[src/rtl/cc_pkg.sv]
// Shared definitions for the CC input collector and CC-side benches.
// Operand count, field widths and the collector state encoding.
package cc_pkg;

    localparam int unsigned NUM_OF_ELEMENT = 6;
    localparam int unsigned NIBBLE_W       = 4;
    localparam int unsigned OPT_W          = 3;
    localparam int unsigned CNT_W          = 3;

    typedef enum logic [1:0] {
        StIdle,
        StLoad,
        StHold
    } cc_in_state_t;

endpackage

[src/rtl/cc_in_collector_if.sv]
// Beat input and parallel bundle output of the CC input collector.
// master = upstream source plus consumer side; slave = the collector.
interface cc_in_collector_if;
    import cc_pkg::*;

    logic                in_valid;
    logic                in_ready;
    logic [NIBBLE_W-1:0] in_data;
    logic [OPT_W-1:0]    in_opt;
    logic                in_equ;

    logic                out_valid;
    logic                out_ready;
    logic [NIBBLE_W-1:0] out_n0;
    logic [NIBBLE_W-1:0] out_n1;
    logic [NIBBLE_W-1:0] out_n2;
    logic [NIBBLE_W-1:0] out_n3;
    logic [NIBBLE_W-1:0] out_n4;
    logic [NIBBLE_W-1:0] out_n5;
    logic [OPT_W-1:0]    out_opt;
    logic                out_equ;
    logic                abort;

    modport master (
        output in_valid, in_data, in_opt, in_equ, out_ready,
        input  in_ready, out_valid, out_n0, out_n1, out_n2, out_n3, out_n4, out_n5,
        input  out_opt, out_equ, abort
    );

    modport slave (
        input  in_valid, in_data, in_opt, in_equ, out_ready,
        output in_ready, out_valid, out_n0, out_n1, out_n2, out_n3, out_n4, out_n5,
        output out_opt, out_equ, abort
    );

endinterface

[src/rtl/cc_gap_timer.sv]
// Saturating count of consecutive idle cycles; expire holds while the count
// sits at LIMIT and drops once clear is applied.
module cc_gap_timer #(
    parameter int unsigned LIMIT = 15
) (
    input  logic clk,
    input  logic rst_n,
    input  logic count_en,
    input  logic clear,
    output logic expire
);

    localparam int unsigned GapW = $clog2(LIMIT + 1);

    logic [GapW-1:0] gap_q, gap_d;

    always_comb begin
        gap_d = gap_q;
        if (clear) begin
            gap_d = '0;
        end else if (count_en && (gap_q != GapW'(LIMIT))) begin
            gap_d = gap_q + GapW'(1);
        end
    end

    always_ff @(posedge clk or negedge rst_n) begin
        if (!rst_n) begin
            gap_q <= '0;
        end else begin
            gap_q <= gap_d;
        end
    end

    assign expire = (gap_q == GapW'(LIMIT));

endmodule

[src/rtl/cc_in_collector.sv]
// Serial-to-parallel collector feeding the CC core: six nibble beats in, one held bundle out.
// Optional idle-gap abort is enabled with the CC_IN_TIMEOUT_EN macro.
module cc_in_collector #(
    parameter int unsigned NUM_OF_ELEMENT = 6,
    parameter int unsigned TIMEOUT_CYCLES = 15
) (
    input logic              clk,
    input logic              rst_n,
    cc_in_collector_if.slave bus
);
    import cc_pkg::*;

    cc_in_state_t        state_q, state_d;
    logic [CNT_W-1:0]    cnt_q, cnt_d;
    logic [NIBBLE_W-1:0] slot_q [NUM_OF_ELEMENT];
    logic [OPT_W-1:0]    opt_q;
    logic                equ_q;
    logic                out_valid_q;

    logic accept;
    logic last_beat;
    logic expire;
    logic in_ready;
    logic abort;

    assign accept    = bus.in_valid && in_ready;
    assign last_beat = (cnt_q == CNT_W'(NUM_OF_ELEMENT - 1));

`ifdef CC_IN_TIMEOUT_EN
    logic gap_count;
    logic gap_clear;

    // Only LOAD idles count; leaving LOAD or taking a beat restarts the gap.
    assign gap_count = (state_q == StLoad) && !bus.in_valid;
    assign gap_clear = (state_q != StLoad) || accept;

    cc_gap_timer #(
        .LIMIT (TIMEOUT_CYCLES)
    ) u_gap_timer (
        .clk      (clk),
        .rst_n    (rst_n),
        .count_en (gap_count),
        .clear    (gap_clear),
        .expire   (expire)
    );
`else
    assign expire = 1'b0;
`endif

    // State register
    always_ff @(posedge clk or negedge rst_n) begin
        if (!rst_n) begin
            state_q <= StIdle;
        end else begin
            state_q <= state_d;
        end
    end

    // Next state
    always_comb begin
        state_d = state_q;
        unique case (state_q)
            StIdle: begin
                if (accept) begin
                    state_d = StLoad;
                end
            end
            StLoad: begin
                if (expire) begin
                    state_d = StIdle;
                end else if (accept && last_beat) begin
                    state_d = StHold;
                end
            end
            StHold: begin
                if (bus.out_ready) begin
                    state_d = StIdle;
                end
            end
            default: state_d = StIdle;
        endcase
    end

    // Outputs decoded from state; expire is registered inside the timer.
    always_comb begin
        in_ready = 1'b0;
        abort    = 1'b0;
        unique case (state_q)
            StIdle: in_ready = 1'b1;
            StLoad: begin
                in_ready = !expire;
                abort    = expire;
            end
            StHold: in_ready = 1'b0;
            default: in_ready = 1'b0;
        endcase
    end

    // Beat counter: slot index of the next accepted beat.
    always_comb begin
        cnt_d = cnt_q;
        unique case (state_q)
            StIdle: begin
                if (accept) begin
                    cnt_d = CNT_W'(1);
                end
            end
            StLoad: begin
                if (expire || (accept && last_beat)) begin
                    cnt_d = '0;
                end else if (accept) begin
                    cnt_d = cnt_q + CNT_W'(1);
                end
            end
            StHold: cnt_d = '0;
            default: cnt_d = '0;
        endcase
    end

    always_ff @(posedge clk or negedge rst_n) begin
        if (!rst_n) begin
            cnt_q       <= '0;
            out_valid_q <= 1'b0;
        end else begin
            cnt_q       <= cnt_d;
            out_valid_q <= (state_d == StHold);
        end
    end

    // Data registers are never cleared outside reset; they only change on accepted beats.
    always_ff @(posedge clk or negedge rst_n) begin
        if (!rst_n) begin
            for (int i = 0; i < int'(NUM_OF_ELEMENT); i++) begin
                slot_q[i] <= '0;
            end
            opt_q <= '0;
            equ_q <= 1'b0;
        end else if (accept) begin
            for (int i = 0; i < int'(NUM_OF_ELEMENT); i++) begin
                if (cnt_q == CNT_W'(i)) begin
                    slot_q[i] <= bus.in_data;
                end
            end
            if (state_q == StIdle) begin
                opt_q <= bus.in_opt;
                equ_q <= bus.in_equ;
            end
        end
    end

    assign bus.in_ready  = in_ready;
    assign bus.abort     = abort;
    assign bus.out_valid = out_valid_q;
    assign bus.out_n0    = slot_q[0];
    assign bus.out_n1    = slot_q[1];
    assign bus.out_n2    = slot_q[2];
    assign bus.out_n3    = slot_q[3];
    assign bus.out_n4    = slot_q[4];
    assign bus.out_n5    = slot_q[5];
    assign bus.out_opt   = opt_q;
    assign bus.out_equ   = equ_q;

endmodule

[src/flat_wrapper.sv]
// flat-port wrapper written by rule: the top's interface ports become plain ports
module cc_in_collector_flat import cc_pkg::*;
#(
    parameter int unsigned NUM_OF_ELEMENT = 6,
    parameter int unsigned TIMEOUT_CYCLES = 15
)
  (clk, rst_n, bus_in_valid, bus_in_data, bus_in_opt, bus_in_equ, bus_out_ready, bus_in_ready, bus_out_valid, bus_out_n0, bus_out_n1, bus_out_n2, bus_out_n3, bus_out_n4, bus_out_n5, bus_out_opt, bus_out_equ, bus_abort);
  cc_in_collector_if bus_i ();
  input logic clk;
  input logic rst_n;
  input wire logic [$bits(bus_i.in_valid)-1:0] bus_in_valid;
  input wire logic [$bits(bus_i.in_data)-1:0] bus_in_data;
  input wire logic [$bits(bus_i.in_opt)-1:0] bus_in_opt;
  input wire logic [$bits(bus_i.in_equ)-1:0] bus_in_equ;
  input wire logic [$bits(bus_i.out_ready)-1:0] bus_out_ready;
  output wire logic [$bits(bus_i.in_ready)-1:0] bus_in_ready;
  output wire logic [$bits(bus_i.out_valid)-1:0] bus_out_valid;
  output wire logic [$bits(bus_i.out_n0)-1:0] bus_out_n0;
  output wire logic [$bits(bus_i.out_n1)-1:0] bus_out_n1;
  output wire logic [$bits(bus_i.out_n2)-1:0] bus_out_n2;
  output wire logic [$bits(bus_i.out_n3)-1:0] bus_out_n3;
  output wire logic [$bits(bus_i.out_n4)-1:0] bus_out_n4;
  output wire logic [$bits(bus_i.out_n5)-1:0] bus_out_n5;
  output wire logic [$bits(bus_i.out_opt)-1:0] bus_out_opt;
  output wire logic [$bits(bus_i.out_equ)-1:0] bus_out_equ;
  output wire logic [$bits(bus_i.abort)-1:0] bus_abort;
  assign bus_i.in_valid = bus_in_valid;
  assign bus_i.in_data = bus_in_data;
  assign bus_i.in_opt = bus_in_opt;
  assign bus_i.in_equ = bus_in_equ;
  assign bus_i.out_ready = bus_out_ready;
  assign bus_in_ready = bus_i.in_ready;
  assign bus_out_valid = bus_i.out_valid;
  assign bus_out_n0 = bus_i.out_n0;
  assign bus_out_n1 = bus_i.out_n1;
  assign bus_out_n2 = bus_i.out_n2;
  assign bus_out_n3 = bus_i.out_n3;
  assign bus_out_n4 = bus_i.out_n4;
  assign bus_out_n5 = bus_i.out_n5;
  assign bus_out_opt = bus_i.out_opt;
  assign bus_out_equ = bus_i.out_equ;
  assign bus_abort = bus_i.abort;
  cc_in_collector #(.NUM_OF_ELEMENT(NUM_OF_ELEMENT), .TIMEOUT_CYCLES(TIMEOUT_CYCLES)) u_core (.clk(clk), .rst_n(rst_n), .bus(bus_i));
endmodule
[config.mk]
export PLATFORM = sky130hd
export DESIGN_NAME = cc_in_collector_flat
export DESIGN_NICKNAME = d
export VERILOG_FILES = /design/src/rtl/cc_pkg.sv /design/src/rtl/cc_in_collector_if.sv /design/src/rtl/cc_gap_timer.sv /design/src/rtl/cc_in_collector.sv /design/src/flat_wrapper.sv
export SDC_FILE = /design/constraint.sdc
export NUM_CORES = 1
export LEC_CHECK = 0
export ABC_AREA = 1
export CAP_MARGIN = 20
export CORE_AREA = 8 8 63 76
export CTS_BUF_LIST = sky130_fd_sc_hd__clkbuf_4 sky130_fd_sc_hd__clkbuf_8
export DETAILED_ROUTE_END_ITERATION = 7
export DIE_AREA = 0 0 71 84
export GPL_TIMING_DRIVEN = 0
export PLACE_DENSITY = 0.83
export SYNTH_ARGS = -nofsm -noshare
export SYNTH_HDL_FRONTEND = slang
export SYNTH_SLANG_ARGS = --single-unit
export TNS_END_PERCENT = 5
[constraint.sdc]
create_clock -name clk -period 1.33 [get_ports clk]
set_input_delay 0.266 -clock clk [delete_from_list [all_inputs] [get_ports clk]]
set_output_delay 0.266 -clock clk [all_outputs]
set_load 0.02 [all_outputs]
==> Yosys cells after proc, flatten, opt, wreduce, memory -nomap -nowiden <==
Index checks and enable logic that the tools add are counted.
{ "word_totals": {"register_bits": 34, "out_inout_bits": 31, "in_bits": 12, "wordCells": 44} }
{ "classes": {"reduce_logical": 13, "addsub": 1, "n_mux": 9, "eq_ne": 10} }
{ "op_table": {"columns": ["cell", "n"], "rows": [
  ["AND reduction 2 bit", 8],
  ["2-to-1 mux 3 bit", 3],
  ["== test 3 x 2 -> 1 bit (second input constant)", 2],
  ["== test 3 bit (second input constant)", 2],
  ["2-to-1 mux 2 bit", 3],
  ["one-hot mux 2 bit (3 select lines)", 1],
  ["one-hot mux 3 bit (2 select lines)", 1],
  ["== test 2 bit (second input constant)", 2],
  ["adder 3 x 1 -> 3 bit (second input constant)", 1],
  ["== test 3 x 1 -> 1 bit (second input constant)", 1],
  ["logical NOT 3 bit", 1],
  ["!= test 3 x 1 -> 1 bit (second input constant)", 1],
  ["== test 2 x 1 -> 1 bit (second input constant)", 1],
  ["logical AND 1 bit", 2],
  ["logical NOT 2 bit", 1],
  ["!= test 2 x 1 -> 1 bit (second input constant)", 1],
  ["OR reduction 2 bit", 1],
  ["2-to-1 mux 1 bit", 1]
]} }

==> Logic depth before layout (Yosys ltp) <==
{ "depth": {"ltp_word": 8, "ltp_mapped": 6, "depth_no_buf": 6} }

==> Worst setup path after synthesis <==
No wires, ideal clock.
{ "synth_timing": {"path_type": "reg2reg", "start": "register u_core.cnt_q[0]", "end": "register u_core.slot_q (netlist bit u_core.bus.out_n0[0])", "setup_time_ns": 0.117, "stages_incl_launch_ff": 7, "period_less_slack_ns": 1.275, "arrival_ns": 1.157, "required_ns": 1.213, "slack_ns": 0.055, "n_path_buf": 1, "cell_sequence": "dfrtp_1 inv_1 ha_1 clkbuf_1 nand3_1 nand2_1 nand2_1"} }
{ "synth_via": {"elab_chain_len": 2} }
{ "synth_lines": {"columns": ["item", "line_no", "text"], "rows": [
  ["start, declared", "cc_in_collector.sv:14", "logic [CNT_W-1:0] cnt_q, cnt_d;"],
  ["start signal, assigned", "cc_in_collector.sv:125", "cnt_q <= cnt_d;"],
  ["logical NOT 3 bit", "cc_in_collector.sv:140", "if (cnt_q == CNT_W'(i)) begin"],
  ["AND reduction 2 bit (no line)", null, null],
  ["end signal, assigned by index", "cc_in_collector.sv:141", "slot_q[i] <= bus.in_data;"],
  ["end, declared", "cc_in_collector.sv:15", "logic [NIBBLE_W-1:0] slot_q [NUM_OF_ELEMENT];"]
]} }
Every way passes these cells.
A chain may end at the register's enable or synchronous reset.

==> Worst setup path in the final report <==
{ "layout_timing": {"start": "register u_core.slot_q (netlist bit u_core.bus.out_n0[2])", "end": "output port bus_out_n0[2]"} }
{ "layout_lines": {"columns": ["item", "line_no", "text"], "rows": [
  ["end, declared", "flat_wrapper.sv:18", "output wire logic [$bits(bus_i.out_n0)-1:0] bus_out_n0;"]
]} }
No word-level cell between the ends.

==> impl_metrics.ini <==
[finish]
design_area_um2 = 2140
final_common_cell = nand2_1
finalNetCount = 231
layout_common_cells = nand2_1, dfrtp_1, dlygate4sd2_1
area_growth_pct = 39.6
n_antenna_cell = 0
drive_above_1_share_pct = 14.9

[logic_synthesis]
ys_types = 18
yosysSeqAreaShare_pct = 55.6
syn_area_um2 = 1530
synth_fp_nets = 183
synth_seq_cells = 34
syn_inst = 166
yosysWarnings = 0
syn_avg_cell_area_um2 = 9.22

[cts]
clock-root-buffer = clkbuf_8
cts_sinks = 34
clk_pin_slew_ns = 0.07
cts_max_level = 2
clockBufferDepth = 2
clock_latency_ns = 0.29
cts_made_buffers = 5
tritoncts = yes

[die]
die_area_um2 = 5960
rows = 24
io_pins = 43
fp.dieH_um = 84
coreArea_um2 = 3540
die_x_um = 71
initial_utilization_pct = 43.2

[global_routing]
track_usage_pct = 13.2
grt_pass1_vias = 1376
antenna_found_initial = 0
grt_pass1_wl_mm = 6.19
gr-total-overflow = 0
grt_max_degree = 35

[worst_setup_path]
cp_slowest_cell = dfrtp_1
reg2reg_depth = 6
cp-end-kind = output pin
cp.arrival_ns = 1.01
crit_fanout = 2
critical_path_class = reg2out
ff2ff_setup_slack_ns = 0.10
path_delay_family = flip-flops
r2r_end = u_core.bus.out_n4[2]
crit_chain = dlygate4sd2_1
critical-path-max-stage-delay_ns = 0.39
r2r-start = u_core.cnt_q[0]
required_ns = 1.06
cp.buffers_inverters = 1
worstSetupStartpointType = flop

[drt]
drt_pre_antenna_iters = 4
wire_per_inst_um = 14.5
ant_nets = 0
vias = 1308
vias_per_cell = 5.15
drtIter0Drc = 73
drt_wl_total_mm = 3.68
drc = 0

[status]
status = finished clean

[timing]
fin_skew_ns = 0.00431
maxSlewViolCount = 0
timing.final.crit_share_pct = 95.8
finalCriticalPeriod_ns = 1.27
relSlewSlack_pct = 49.5
worst_slew_pin_slew_ns = 0.758
finalSetupViolCount = 0
rsz0062_at_grt = yes
hold_viol = 0
fmax_mhz = 785

[place]
placed_cell_area_um2 = 1980
place_congestion = 0.830
io_buffers = 41
hpwlAfterDp_mm = 2.70

[worst_hold_path]
hold_path.class = in2async

[pwr]
power_uw = 5100
power.density_nw_per_um2 = 2390
vdd_ir_drop_max_v = 0.000873
p_leak_uw = 0.00115

[run]
maxCapViolCount = 0
synthesized netlist by cell type:
cell	count	area, um^2
inv_1	6	22.5
ha_1	5	62.6
nor2_8	1	20.0
buf_2	3	15.0
nand3b_1	1	7.51
buf_4	1	7.51
clkbuf_1	1	3.75
o21bai_1	2	15.0
dfrtp_1	34	851
buf_6	3	33.8
nor2_1	3	11.3
nand3_2	1	10.0
inv_2	2	7.51
conb_1	1	3.75
nand3_1	13	65.1
nand4_1	23	144
nand2_2	1	6.26
nand2_1	65	244
power by group:
group,internal [uW],switching (uW)
Combinational,819,1370
Clock,799,374
Sequential,1480,256
Total,3100,2000
cell families (layout without fill, tap and decap cells):
family,Yosys count,after routing,share of synthesized area [%]
other cells,1,1,0.245
flops,34,34,55.6
fa+ha+maj,5,5,4.09
simple gates,108,108,33.2
compound gates,2,2,0.981
buf+inv,16,65,5.89
metal layers:
| layer | global-route usage, % | wire [um] |
|---|---|---|
| met1 | 14.0 | 1550 |
| met2 | 21.3 | 1820 |
| met3 | 4.81 | 225 |
| met4 | 8.73 | 85 |
| met5 | 0 | 0 |
how the worst max path moves through the flow:
| stage | startpoint | to | cells past startpoint |
|---|---|---|---|
| 2_1_floorplan | u_core.cnt_q[0] | u_core.bus.out_n0[0] | 6 |
| 5_1_grt | u_core.cnt_q[1] | u_core.bus.out_n1[1] | 6 |
| 3_3_place_gp | rst_n | u_core.bus.out_n5[2] | 1 |
| 3_5_place_dp | bus_in_valid | u_core.bus.out_n4[2] | 6 |
| 4_1_cts | u_core.state_q[1] | bus_in_ready | 2 |
| 6_report | u_core.bus.out_n0[2] | bus_out_n0[2] | 1 |
through the flow:
stage	cells	utilization, %	setup slack, ns	hold slack, ns	setup TNS [ns]
floorplan	166	-	0.0553	-0.0296	0
global placement	246	56.1	-0.649	0.456	-25.92
detailed placement	246	56.0	-0.173	0.385	-4.36
CTS	254	59.4	0.00395	0.0671	0
global route	254	60.3	-0.00515	0.0906	-0.00515
finish	254	60.3	0.0560	0.0473	0
area by class of cell:
type	instances	area [um^2]
Multi-Input combinational cell	116	619
Tap cell	39	48.8
Buffer	8	72.6
Clock inverter	2	60.1
Sequential cell	34	853
Clock buffer	6	82.6
Timing Repair Buffer	41	367
Inverter	8	32.5
Fill cell	318	1410
repair_timing:
item / 4_1_cts / 5_1_grt
setup endpoints to repair: 46 / 17
gates cloned: 0 / 0
resized for setup: 41 / 10
hold buffers: 0 / 0
buffers inserted: 0 / 0
sequential cells by signal, summed over array words and instances (netlist names):
signal	flops
u_core.bus.out_n0	4
u_core.bus.out_n3	4
u_core.cnt_q	3
u_core.bus.out_valid	1
u_core.state_q	2
u_core.bus.out_n2	4
u_core.bus.out_n5	4
u_core.bus.out_equ	1
u_core.bus.out_n1	4
u_core.bus.out_n4	4
u_core.bus.out_opt	3
Power figures use the tool's default switching activity.
